### src/rtl/fetch_unit.sv
// RV32I instruction-fetch stage: owns the PC, runs one word fetch at a time over
// req/gnt/rvalid, and presents {instr, pc, pc+4} to decode through a single-entry slot.
module fetch_unit #(
  parameter logic [31:0] RESET_PC       = 32'h0000_0000,
  parameter bit          MISALIGN_CHECK = 1'b1
) (
  input  logic        clk,
  input  logic        rst,
  input  logic        PCSrcE,
  input  logic [31:0] PCTargetE,
  input  logic        id_ready,
  output logic        imem_req,
  output logic [31:0] imem_addr,
  input  logic        imem_gnt,
  input  logic        imem_rvalid,
  input  logic [31:0] imem_rdata,
  output logic        if_valid,
  output logic [31:0] if_instr,
  output logic [31:0] if_pc,
  output logic [31:0] if_pcplus4,
  output logic        instr_misaligned,
  output logic [31:0] misaligned_addr
);
  localparam logic [31:0] NOP = 32'h0000_0013;

  typedef enum logic [2:0] {IDLE, REQ, WAIT, FULL, HALT} state_t;

  state_t      state;
  logic [31:0] pc_q;
  logic        discard;
  logic        halt_pend;

  logic        slot_free;
  logic        consume;
  logic        redir_mis;
  logic [31:0] pc_inc;

  assign slot_free = ~if_valid | id_ready;
  assign consume   = if_valid & id_ready;
  assign redir_mis = PCSrcE & MISALIGN_CHECK & PCTargetE[1];
  assign pc_inc    = pc_q + 32'd4;

  always_ff @(posedge clk or negedge rst) begin
    if (!rst) begin
      state            <= IDLE;
      pc_q             <= RESET_PC;
      discard          <= 1'b0;
      halt_pend        <= 1'b0;
      imem_req         <= 1'b0;
      imem_addr        <= RESET_PC;
      if_valid         <= 1'b0;
      if_instr         <= NOP;
      if_pc            <= '0;
      if_pcplus4       <= '0;
      instr_misaligned <= 1'b0;
      misaligned_addr  <= '0;
    end else begin
      instr_misaligned <= 1'b0;
      if (consume) if_valid <= 1'b0;

      if (PCSrcE) begin
        pc_q             <= PCTargetE;
        if_valid         <= 1'b0;
        instr_misaligned <= redir_mis;
        misaligned_addr  <= redir_mis ? PCTargetE : '0;
        if (state == REQ) begin
          // request already on the bus must stay stable until granted; its data is junk
          discard   <= 1'b1;
          halt_pend <= redir_mis;
          if (imem_gnt) begin
            imem_req <= 1'b0;
            state    <= WAIT;
          end
        end else if (state == WAIT && !imem_rvalid) begin
          discard   <= 1'b1;
          halt_pend <= redir_mis;
        end else begin
          discard   <= 1'b0;
          halt_pend <= 1'b0;
          if (redir_mis) begin
            state <= HALT;
          end else begin
            state     <= REQ;
            imem_req  <= 1'b1;
            imem_addr <= PCTargetE;
          end
        end
      end else begin
        case (state)
          IDLE: begin
            state     <= REQ;
            imem_req  <= 1'b1;
            imem_addr <= pc_q;
          end
          REQ: begin
            if (imem_gnt) begin
              imem_req <= 1'b0;
              state    <= WAIT;
            end
          end
          WAIT: begin
            if (imem_rvalid) begin
              discard   <= 1'b0;
              halt_pend <= 1'b0;
              if (halt_pend) begin
                state <= HALT;
              end else if (!slot_free) begin
                // no room: drop the word, pc_q unchanged so it is refetched later
                state <= FULL;
              end else begin
                if (!discard) begin
                  if_valid   <= 1'b1;
                  if_instr   <= imem_rdata;
                  if_pc      <= pc_q;
                  if_pcplus4 <= pc_inc;
                  pc_q       <= pc_inc;
                end
                state     <= REQ;
                imem_req  <= 1'b1;
                imem_addr <= discard ? pc_q : pc_inc;
              end
            end
          end
          FULL: begin
            if (slot_free) begin
              state     <= REQ;
              imem_req  <= 1'b1;
              imem_addr <= pc_q;
            end
          end
          default: ;
        endcase
      end
    end
  end
endmodule
### config.mk
export PLATFORM = sky130hd
export DESIGN_NAME = fetch_unit
export DESIGN_NICKNAME = d
export VERILOG_FILES = /design/src/rtl/fetch_unit.sv
export SDC_FILE = /design/constraint.sdc
export NUM_CORES = 1
export LEC_CHECK = 0
export ABC_AREA = 1
export BUFFER_PORTS_ARGS = -buffer_cell sky130_fd_sc_hd__buf_2
export CAP_MARGIN = 20
export CORE_ASPECT_RATIO = 0.8
export CORE_UTILIZATION = 58
export DETAILED_ROUTE_END_ITERATION = 10
export PLACE_DENSITY = 0.86
export SETUP_SLACK_MARGIN = 0.1
export SKIP_CTS_REPAIR_TIMING = 1
export SLEW_MARGIN = 25
export SYNTH_ARGS = -nofsm -noshare
export SYNTH_HDL_FRONTEND = slang
export SYNTH_SLANG_ARGS = --single-unit
### constraint.sdc
create_clock -name clk -period 2.8 [get_ports clk]
set_input_delay 0.28 -clock clk [delete_from_list [all_inputs] [get_ports clk]]
set_output_delay 0.28 -clock clk [all_outputs]
set_load 0.02 [all_outputs]
==> flow_summary.yaml <==
outcome:
  outcome: "complete, no violations"
pwr:
  internal_power_uw: 6760
  pwr-share-clk: 0.213
  p_total_uw: 11900
  p_sw_frac: 0.433
  power.switching_uw: 5160
  ir_drop_uv: 514
  power_frac_comb: 0.406
  powerDensity_mw_per_mm2: 1050
  seqPwrFrac: 0.381
  power.leakage_uw: 0.00607
clock_tree:
  cts_made_buffers: 17
  cts_tree: "yes"
  clockRootBuffer: "clkbuf_16"
  clkLatencyLatePin_ns: 0.45
  cts_max_level: 4
  clkTransAtPathRegs_ns: 0.07
  cts_buffer_depth: 2
  cts.sinks: 198
worst_setup_path:
  timing.rr.end: "imem_addr[28]"
  reg2regPathDepth: 10
  path_delay_family: "simple AND/OR/NAND/NOR gates"
  worstPathCellList: "inv_2 -> nand3_4 -> nor2_4 -> nand2_2 -> o21ai_2 -> nor2_4 -> nand2_8 -> inv_2 -> nor2_1 -> a21oi_1"
  cp.buffers_inverters: 2
  worst-path-max-fanout: 36
  cp-startpoint: "state[0]"
  cp-start-kind: "flip-flop"
  r2r_setup_slack_ns: 0.41
  cp.arrival_ns: 2.72
  cpPeakStageDelay_ns: 0.44
  slowest_stage: "dfrtp_1"
  worstSetupEndpointType: "flip-flop"
  cp.required_ns: 3.13
  criticalPathCategory: "flip-flop to flip-flop"
  r2r-start: "state[0]"
sta:
  rsz0062_at_grt: "no"
  hold_viol: 0
  setup_viol: 0
  final.setup.tns_ns: 0
  finalCriticalPeriod_ns: 2.39
  max-slew-margin-rel: 0.493
  report.final.slew_viol_count: 0
  finClkSkew_ns: 0.00879
  fin_crit_sh: 0.855
  clock.fmax_mhz: 418
  worst_slew_pin_slew_ns: 0.760
die:
  die_y_um: 116
  dieArea_mm2: 0.0167
  io-pin-count: 233
  row_count: 41
  die_w_um: 144
  start_util: 0.594
  core_mm2: 0.0158
grt:
  grt_overflow_total: 0
  grt_usage: 0.340
  grt_max_degree: 77
  antenna_found_initial: 0
  grt_pass1_wl_mm: 42.3
  grt_pass1_vias: 7874
finish:
  final-instance-count-excl-fill: 1601
  antenna_cells: 0
  nets: 1444
  syn_to_final_growth_pct: 20.6
  stdcell_area_mm2: 0.0113
  layout_common_cells: "383 x nand2_1, 231 x buf_2, 195 x dfrtp_1"
  mostFrequentLayoutCell: "nand2_1"
  drive_gt1_frac: 0.230
synthesis:
  synth.largest_area_cell: "dfrtp_1"
  ys_seq_area_frac: 0.528
  synth-seq-cells: 198
  yosys_warnings: 0
  synth-edff-count: 0
  yosys.area.top_type_share: 0.520
  yosys_most_used_dff: "dfrtp_1"
  async_reset_ff_frac: 1.00
  synth_area_per_cell_um2: 8.08
  netlist_instances: 1162
  syn_nets: 1233
  synth_area_mm2: 0.00939
  ys_types: 41
  yosys-top-cells-area: "dfrtp_1 52%, nand2_1 15%, nor2_1 5.1%, o21ai_0 4.4%, nand3_1 3.7%"
placed_design:
  placed_cells: 1568
  place_area_mm2: 0.0107
  hpwl_mm: 19.7
  io_buffer_count: 232
  place.gp.congestion: 0.998
detailed_routing:
  drc: 0
  firstDrtPassIters: 9
  wl_per_cell_um: 17.1
  first_iter_violations: 1114
  ant_nets: 0
  vias_per_cell: 5.60
  drt-total-wl_mm: 27.4
  vias: 8962
min_path:
  hold_class: "primary input to flip-flop"
  min_path_cells: 3
  hp-start: "imem_rdata[7]"
  hold_path_end: "if_instr[7]"
job:
  max-cap-violations: 0
[cells in the mapped netlist (2+ instances only)]
cell      number
a21boi_0       7
a21oi_1       42
a21oi_2        8
a22o_1        30
a22oi_1       12
a31oi_1       24
buf_1          7
buf_2         22
buf_4          8
clkbuf_1      21
dfrtp_1      195
dfstp_2        3
inv_1         71
inv_2          6
nand2_1      383
nand2_2        2
nand3_1       69
nand4_1        2
nor2_1       127
nor2_2        12
nor2_4         2
o21ai_0       82
o21ai_1        3
o22ai_1        2
xor2_1         6
[metal layers]
layer,up-vias,GRT usage,routed length [µm]
met3,42,0.108,3630
met1,4145,0.515,12300
met4,0,0.0968,453
li1,4203,-,-
met2,572,0.468,11000
met5,-,0,0
[state kept, by name (all words and copies together), names as in the netlist, 3 cells and up]
signal and flops:
misaligned_addr 32, imem_addr 32, state 3, if_pc 32, if_pcplus4 30, pc_q 32
if_instr 32
[logic make-up (layout without fill, tap and decap cells)]
family / Yosys count / count (layout) / synth area share
AO/OA/AOI/OAI: 215 / 215 / 0.140
XOR/XNOR: 7 / 7 / 0.00653
flip-flops: 198 / 198 / 0.528
adder cells (fa/ha/maj): 1 / 1 / 0.00133
buffers and inverters: 137 / 361 / 0.0629
AND/OR/NAND/NOR: 604 / 604 / 0.261
[power by group through the flow]
stage                     Clock, µW  Sequential [µW]  Combinational [µW]
after floorplan                   0             5450                2160
after global placement            0             4530                4680
after detailed placement          0             4550                4770
after CTS                      2560             4520                4800
after global routing           2680             4650                5340
final                          2540             4540                4840
[worst reg2reg max path, cell delays in order (launching register included)]
cell and delay [ns]:
dfrtp_1 0.44, inv_2 0.10, nand3_4 0.22, nor2_4 0.43, nand2_2 0.11, o21ai_2 0.10, nor2_4 0.06, nand2_8 0.21
inv_2 0.31, nor2_1 0.22, a21oi_1 0.07
[layout make-up]
class / count / area (µm²)
Clock inverter: 13 / 169
Multi-Input combinational cell: 827 / 3860
Fill cell: 1260 / 4470
Inverter: 77 / 289
Timing Repair Buffer: 252 / 1350
Tap cell: 215 / 269
Sequential cell: 198 / 4960
Clock buffer: 19 / 433
[stage by stage]
stage / hold WS, ns / setup slack (ns) / util
detailed placement: 0.347 / 0.501 / 0.678
floorplan: -0.0156 / 1.15 / -
CTS: -0.123 / 0.412 / 0.716
finish: 0.0324 / 0.405 / 0.717
global route: 0.0390 / 0.242 / 0.717
global placement: 0.344 / 0.568 / 0.678
[worst max-delay path by stage]
stage	endpoint	slack, ns	cells after the start
final	imem_addr[28]	0.41	10
after floorplan	pc_q[22]	1.15	12
after global routing	imem_addr[28]	0.24	10
after detailed placement	imem_addr[9]	0.50	10
after CTS	imem_addr[28]	0.41	10
after global placement	imem_addr[6]	0.57	10
Power figures use the tool's default switching activity.
